**config.mk**
```make
export PLATFORM = sky130hd
export DESIGN_NAME = serial_addsub_decoder
export DESIGN_NICKNAME = d
export VERILOG_FILES = /design/src/rtl/serial_addsub_decoder.sv
export SDC_FILE = /design/constraint.sdc
export NUM_CORES = 1
export LEC_CHECK = 0
export ABC_CLOCK_PERIOD_IN_PS = 2100
export CORE_MARGIN = 3
export CORE_UTILIZATION = 50
export DETAILED_ROUTE_END_ITERATION = 10
export PLACE_DENSITY = 0.76
export SYNTH_ARGS = -nofsm -noshare
export SYNTH_HDL_FRONTEND = slang
export SYNTH_SLANG_ARGS = --single-unit
```
**constraint.sdc**
```tcl
create_clock -name clk -period 2.1 [get_ports clk]
set_input_delay 0.63 -clock clk [delete_from_list [all_inputs] [get_ports clk]]
set_output_delay 0.63 -clock clk [all_outputs]
set_load 0.005 [all_outputs]
```
**src/rtl/serial_addsub_decoder.sv**
```systemverilog
// Bit-serial adder/subtractor. Each clock, a 3-to-8 minterm decoder on
// {A lsb, B lsb, carry/borrow} produces one result bit and the next carry
// (add) or borrow (sub). Operands are processed LSB-first over WIDTH cycles.
module serial_addsub_decoder #(
    parameter int unsigned WIDTH = 8
) (
    input  logic             clk,
    input  logic             rst_n,
    input  logic             start,
    input  logic             mode,
    input  logic [WIDTH-1:0] a,
    input  logic [WIDTH-1:0] b,
    output logic             busy,
    output logic             done,
    output logic [WIDTH-1:0] result,
    output logic             cout,
    output logic             overflow
);

    localparam int unsigned CNT_W = (WIDTH > 2) ? $clog2(WIDTH) : 1;
    localparam logic [CNT_W-1:0] LAST_BIT = CNT_W'(WIDTH - 1);

    typedef enum logic {
        IDLE = 1'b0,
        RUN  = 1'b1
    } state_t;

    state_t           state;
    logic [WIDTH-1:0] a_sh;
    logic [WIDTH-1:0] b_sh;
    logic [WIDTH-1:0] acc;
    logic [CNT_W-1:0] cnt;
    logic             carry;
    logic             mode_q;
    logic             a_msb;
    logic             b_msb;

    logic [2:0]       dec_idx_c;
    logic [7:0]       dec_c;
    logic             sum_c;
    logic             carry_nxt_c;
    logic [WIDTH-1:0] acc_nxt_c;
    logic             ovf_nxt_c;

    // Decoder cell: one-hot minterms drive sum, carry/borrow and signed overflow.
    always_comb begin
        dec_idx_c   = {a_sh[0], b_sh[0], carry};
        dec_c       = 8'b0000_0001 << dec_idx_c;
        sum_c       = dec_c[1] | dec_c[2] | dec_c[4] | dec_c[7];
        carry_nxt_c = mode_q ? (dec_c[1] | dec_c[2] | dec_c[3] | dec_c[7])
                             : (dec_c[3] | dec_c[5] | dec_c[6] | dec_c[7]);
        acc_nxt_c   = {sum_c, acc[WIDTH-1:1]};
        ovf_nxt_c   = (mode_q ? (a_msb != b_msb) : (a_msb == b_msb)) && (sum_c != a_msb);
    end

    // Control FSM with datapath shift registers and registered outputs.
    always_ff @(posedge clk or negedge rst_n) begin
        if (!rst_n) begin
            state    <= IDLE;
            a_sh     <= '0;
            b_sh     <= '0;
            acc      <= '0;
            cnt      <= '0;
            carry    <= 1'b0;
            mode_q   <= 1'b0;
            a_msb    <= 1'b0;
            b_msb    <= 1'b0;
            busy     <= 1'b0;
            done     <= 1'b0;
            result   <= '0;
            cout     <= 1'b0;
            overflow <= 1'b0;
        end else begin
            done <= 1'b0;
            case (state)
                IDLE: begin
                    if (start) begin
                        a_sh   <= a;
                        b_sh   <= b;
                        mode_q <= mode;
                        a_msb  <= a[WIDTH-1];
                        b_msb  <= b[WIDTH-1];
                        acc    <= '0;
                        carry  <= 1'b0;
                        cnt    <= '0;
                        busy   <= 1'b1;
                        state  <= RUN;
                    end
                end
                RUN: begin
                    a_sh  <= {1'b0, a_sh[WIDTH-1:1]};
                    b_sh  <= {1'b0, b_sh[WIDTH-1:1]};
                    acc   <= acc_nxt_c;
                    carry <= carry_nxt_c;
                    cnt   <= cnt + CNT_W'(1);
                    if (cnt == LAST_BIT) begin
                        result   <= acc_nxt_c;
                        cout     <= carry_nxt_c;
                        overflow <= ovf_nxt_c;
                        busy     <= 1'b0;
                        done     <= 1'b1;
                        state    <= IDLE;
                    end
                end
                default: state <= IDLE;
            endcase
        end
    end

endmodule

```
==> results of run 1 <==
synthesized netlist by cell type (all sizes together):
master,number,area (sq um)
nand2b,7,43.8
nor2,5,18.8
xor2,2,17.5
nand2,21,78.8
buf,3,17.5
inv,2,7.51
xnor3,1,22.5
mux2,11,124
ha,2,25.0
or4,1,7.51
o21ai,19,95.1
a22o,4,35.0
nand3,1,5.00
o22ai,1,6.26
a21o,1,7.51
nor3b,1,7.51
mux2i,18,180
dfrtp,43,1080
maj3,1,10.0
nand4,1,6.26
clkbuf,6,22.5
report_power, final:
group	internal, uW	leakage, uW	switching [uW]	total (uW)
sequential	1160	0.000554	213	1380
clock	131	0.0000293	243	374
combinational	576	0.000473	438	1010
total	1870	0.00106	894	2760
flip-flops by register name, indices dropped and copies added (netlist names):
signal,flops
b_sh,8
overflow,1
cnt,3
b_msb,1
a_sh,8
acc,7
mode_q,1
a_msb,1
result,8
carry,1
busy,1
done,1
cout,1
state,1
cell type report:
| cell class | count | area, sq um | area share [%] |
|---|---|---|---|
| inverter | 2 | 7.51 | 0.335 |
| tap | 46 | 57.6 | 2.57 |
| multi-input combinational | 97 | 691 | 30.8 |
| timing repair buffer | 35 | 360 | 16.1 |
| clock inverter | 1 | 5.00 | 0.223 |
| clock buffer | 7 | 45.0 | 2.01 |
| sequential | 43 | 1080 | 48.0 |
metrics by stage:
stage	utilization, %	hold slack (ps)	worst slack, ps
after floorplan	-	334	545
after global placement	64.2	464	125
after detailed placement	64.2	481	44.8
after CTS	65.6	249	215
after global routing	65.6	256	146
final	65.6	238	229
placed cells by master, fill, tap and decap left out:
| cell type | instances |
|---|---|
| buf_2 | 1 |
| o21ai_0 | 19 |
| or4_1 | 1 |
| clkinv_2 | 1 |
| clkbuf_1 | 2 |
| nand2_1 | 21 |
| a22o_1 | 4 |
| nand2b_1 | 7 |
| ha_1 | 2 |
| buf_12 | 2 |
| inv_1 | 2 |
| mux2i_1 | 18 |
| xnor3_1 | 1 |
| xor2_1 | 2 |
| clkbuf_4 | 5 |
| nand3_1 | 1 |
| nand4_1 | 1 |
| dfrtp_1 | 43 |
| maj3_1 | 1 |
| a21o_1 | 1 |
| buf_4 | 2 |
| nor3b_1 | 1 |
| clkdlybuf4s50_1 | 30 |
| nor2_1 | 5 |
| o22ai_1 | 1 |
| mux2_2 | 11 |
metal layers:
| metal | GRT usage (%) | wire length, microns |
|---|---|---|
| met5 | 0 | 0 |
| met1 | 19.8 | 1340 |
| met2 | 29.5 | 1750 |
| met3 | 5.95 | 149 |
| met4 | 4.57 | 36 |
kinds of logic (layout without fill, tap and decap cells):
logic type               after synthesis  after routing  share of synthesized area [%]
AO/OA/AOI/OAI                         25             25                           7.93
adder cells (fa/ha/maj)                3              3                           1.93
flip-flops                            43             43                           59.3
multiplexers                          29             29                           16.8
AND/OR/NAND/NOR                       37             37                           9.24
XOR/XNOR                               3              3                           2.21
buffers and inverters                 11             45                           2.62
how the worst min path moves through the flow:
stage          startpoint   endpoint  slack (ps)  cells past startpoint
6_report            rst_n   overflow         240                      1
5_1_grt             rst_n       done         260                      1
4_1_cts             rst_n   overflow         250                      1
3_5_place_dp    result[7]  result[7]         480                      2
3_3_place_gp      b_sh[5]    b_sh[4]         460                      2
2_1_floorplan       rst_n      a_msb         330                      0
==> results.sh, run 1 <==
export IMPL_peakVddDrop_mv=0.753
export IMPL_total_power_uw=2760
export IMPL_cp_end_kind="primary output"
export IMPL_grt_pass1_vias=1253
export IMPL_synth_seq_cells=43
export IMPL_crit_chain="clkdlybuf4s50_1"
export IMPL_cts_sinks=43
export IMPL_die_w_microns=66.2
export IMPL_io_pin_count=32
export IMPL_clk_latency_ps=350
export IMPL_slew_headroom_pct=65.3
export IMPL_io_buffers=31
export IMPL_r2r_start="cnt[0]"
export IMPL_ant_nets=0
export IMPL_hold_path_class="in2async"
export IMPL_r2r_setup_slack_ps=340
export IMPL_crit_path_start_kind="flop"
export IMPL_powerDensity_nw_per_um2=1230
export IMPL_crit_arrival_ps=1240
export IMPL_cts_max_path_buffers=2
export IMPL_stdcell_area_sq_um=2240
export IMPL_wl_per_cell_microns=14.2
export IMPL_max_stage_delay_ps=510
export IMPL_worst_path_buf_inv=1
export IMPL_r2r_end="cout"
export IMPL_crit_start="busy"
export IMPL_period_minus_slack_ps=1870
export IMPL_initialDrtViolationCount=44
export IMPL_antenna_found_initial=0
export IMPL_slew_violations=0
export IMPL_place_hpwl_microns=2420
export IMPL_clk_pin_slew_ps=120
export IMPL_setup_tns_ps=0
export IMPL_nets=206
export IMPL_drive_gt1_share_pct=11.9
export IMPL_die_area_sq_um=4390
export IMPL_cp_data_required_time_ps=1470
export IMPL_endpoint="busy"
export IMPL_vias_per_cell=5.17
export IMPL_cts_repair_resized=0
export IMPL_dpl_cell_area_sq_um=2190
export IMPL_via_count=1195
export IMPL_rsz0062_at_grt="no"
export IMPL_syn_num_nets=173
export IMPL_netlist_area_sq_um=1810
export IMPL_postCtsSetupBuffers=0
export IMPL_grt_max_degree=50
export IMPL_diodes=0
export IMPL_cts_buffers=5
export IMPL_finalHoldViolCount=0
export IMPL_netlist_instances=151
export IMPL_path_class="reg2out"
export IMPL_die_h_microns=66.2
export IMPL_postCtsHoldBufs=0
export IMPL_ys_seq_area_share_pct=59.3
export IMPL_critPathSlowestCell="clkdlybuf4s50_1"
export IMPL_stdcell_count=231
export IMPL_timing_final_crit_share_pct=89.1
export IMPL_root_buffer="clkbuf_4"
export IMPL_synth_cell_types=22
export IMPL_path_delay_family="buffers and inverters"
export IMPL_drcViolationCount=0
export IMPL_grt_pass1_wl_microns=5580
export IMPL_synthToLayoutAreaGrowth_pct=23.6
export IMPL_finClkSkew_ps=9.65
export IMPL_gp_congestion=0.768
export IMPL_worstRegToRegCells=5
export IMPL_syn_avg_cell_area_sq_um=12.0
export IMPL_grt_overflow=0
export IMPL_num_rows=21
export IMPL_cts_tree="yes"
export IMPL_path_depth=1
export IMPL_place_inst=223
export IMPL_final_setup_viol_count=0
export IMPL_crit_path_max_fanout=3
export IMPL_routed_wl_microns=3280
export IMPL_initial_utilization_pct=53.1
export IMPL_yosysWarnings=0
export IMPL_fillCellCount=293
export IMPL_coreArea_sq_um=3420
export IMPL_grt_usage_pct=17.0
export IMPL_h_tree_depth=2
export IMPL_first_pass_iters=4
export IMPL_status="completed"
export IMPL_tightest_slew_ps=520
export IMPL_power_leakage_uw=0.00106
export IMPL_max_cap_violations=0
export IMPL_max_freq_mhz=535
Note: power is estimated with default switching activity, not from simulation.
==> inputs of run 2 (changes only) <==
CTS_BUF_LIST = sky130_fd_sc_hd__clkbuf_16   (was unset)
==> run 2 against run 1 <==
Against the previous run: non-clock buffer count stayed put; register-to-register slack worse by 20 ps; cell area is 3.9% higher; highest routed layer unchanged; critical path type unchanged.
==> results.sh, run 2 (synthesis results as in run 1) <==
export IMPL_status="completed"
export IMPL_slew_violations=0
export IMPL_stdcell_count=231
export IMPL_wl_per_cell_microns=15.3
export IMPL_h_tree_depth=2
export IMPL_max_cap_violations=0
export IMPL_place_hpwl_microns=2420
export IMPL_synthToLayoutAreaGrowth_pct=28.4
export IMPL_coreArea_sq_um=3420
export IMPL_grt_pass1_wl_microns=5980
export IMPL_routed_wl_microns=3530
export IMPL_drcViolationCount=0
export IMPL_setup_tns_ps=0
export IMPL_fin_ws_ps=282
export IMPL_hold_path_class="in2async"
export IMPL_timing_final_crit_share_pct=86.6
export IMPL_path_delay_family="buffers and inverters"
export IMPL_vias_per_cell=5.21
export IMPL_initial_utilization_pct=53.1
export IMPL_initialDrtViolationCount=70
export IMPL_period_minus_slack_ps=1820
export IMPL_path_depth=1
export IMPL_ant_nets=0
export IMPL_worstRegToRegCells=5
export IMPL_utilization_pct=68.2
export IMPL_place_ws_ps=44.8
export IMPL_final_setup_viol_count=0
export IMPL_cts_tree="yes"
export IMPL_postCtsSetupBuffers=0
export IMPL_power_leakage_uw=0.00110
export IMPL_die_h_microns=66.2
export IMPL_cts_max_path_buffers=2
export IMPL_cts_buffers=5
export IMPL_slew_headroom_pct=63.3
export IMPL_diodes=0
export IMPL_cts_sinks=43
export IMPL_postCtsHoldBufs=0
export IMPL_num_rows=21
export IMPL_nets=206
export IMPL_gp_congestion=0.768
export IMPL_worst_path_buf_inv=1
export IMPL_clk_pin_slew_ps=60
export IMPL_rsz0062_at_grt="no"
export IMPL_place_inst=223
export IMPL_crit_path_start_kind="flop"
export IMPL_wl_met1_microns=1420
export IMPL_die_area_sq_um=4390
export IMPL_holdWs_ps=333
export IMPL_grt_max_degree=50
export IMPL_dr_wl_met3_microns=156
export IMPL_layout_common_cells="dfrtp_1 (43), clkdlybuf4s50_1 (30), nand2_1 (21)"
export IMPL_max_stage_delay_ps=540
export IMPL_final_common_cell="dfrtp_1"
export IMPL_path_class="reg2out"
export IMPL_max_freq_mhz=550
export IMPL_crit_arrival_ps=1190
export IMPL_via_count=1204
export IMPL_tightest_slew_ps=550
export IMPL_die_w_microns=66.2
export IMPL_io_buffers=31
export IMPL_dr_max_layer_used="met4"
export IMPL_crit_chain="clkdlybuf4s50_1"
export IMPL_finalHoldViolCount=0
export IMPL_grt_usage_pct=18.4
export IMPL_antenna_found_initial=0
export IMPL_first_pass_iters=4
export IMPL_largest_registers="a_sh (8), b_sh (8), result (8)"
export IMPL_cp_data_required_time_ps=1470
export IMPL_crit_path_max_fanout=2
export IMPL_wl_met2_microns=1910
export IMPL_powerDensity_nw_per_um2=1350
export IMPL_grt_overflow=0
export IMPL_critPathSlowestCell="clkdlybuf4s50_1"
export IMPL_clk_latency_ps=280
export IMPL_drive_gt1_share_pct=11.9
export IMPL_grt_pass1_vias=1283
export IMPL_cp_end_kind="primary output"
export IMPL_finClkSkew_ps=5.20
export IMPL_root_buffer="clkbuf_16"
export IMPL_peakVddDrop_mv=0.742
export IMPL_io_pin_count=32
export IMPL_cts_repair_resized=0
-- run 2: report_power, final --
part	leakage, uW	internal (uW)	switching [uW]	total [uW]
Clock	0.0000762	429	284	713
Combinational	0.000473	576	456	1030
Sequential	0.000554	1170	220	1390
-- run 2: path summary, 6_finish.rpt --
kind | slack (ps) | end | start
max in group asynchronous | 1260 | b_sh[4] | rst_n
hold / removal | 330 | result[5] | rst_n
setup reg to reg | 320 | cout | cnt[0]
setup / recovery | 280 | result[5] | result[5]
hold reg to reg | 490 | cnt[0] | cnt[0]
min in group clk | 490 | cnt[0] | cnt[0]
-- run 2: cell type report --
| class | count | area, sq um |
|---|---|---|
| fill | 274 | 1090 |
| timing repair buffer | 35 | 360 |
| inverter | 2 | 7.51 |
| clock inverter | 3 | 12.5 |
| clock buffer | 5 | 125 |
| multi-input combinational | 97 | 691 |
| sequential | 43 | 1080 |
| tap | 46 | 57.6 |
-- run 2: routing by layer --
metal  global-route usage (%)  up-vias
li1                         -      584
met1                     21.7      596
met2                     31.4       20
met3                     6.97        4
met4                     4.57        0
met5                        0        -
-- run 2: per-stage QoR --
stage | power (uW) | cell area [sq um]
4_1_cts | 3170 | 2330
6_report | 3130 | 2330
2_1_floorplan | 2010 | 1810
3_5_place_dp | 2430 | 2190
3_3_place_gp | 2360 | 2190
5_1_grt | 3340 | 2330
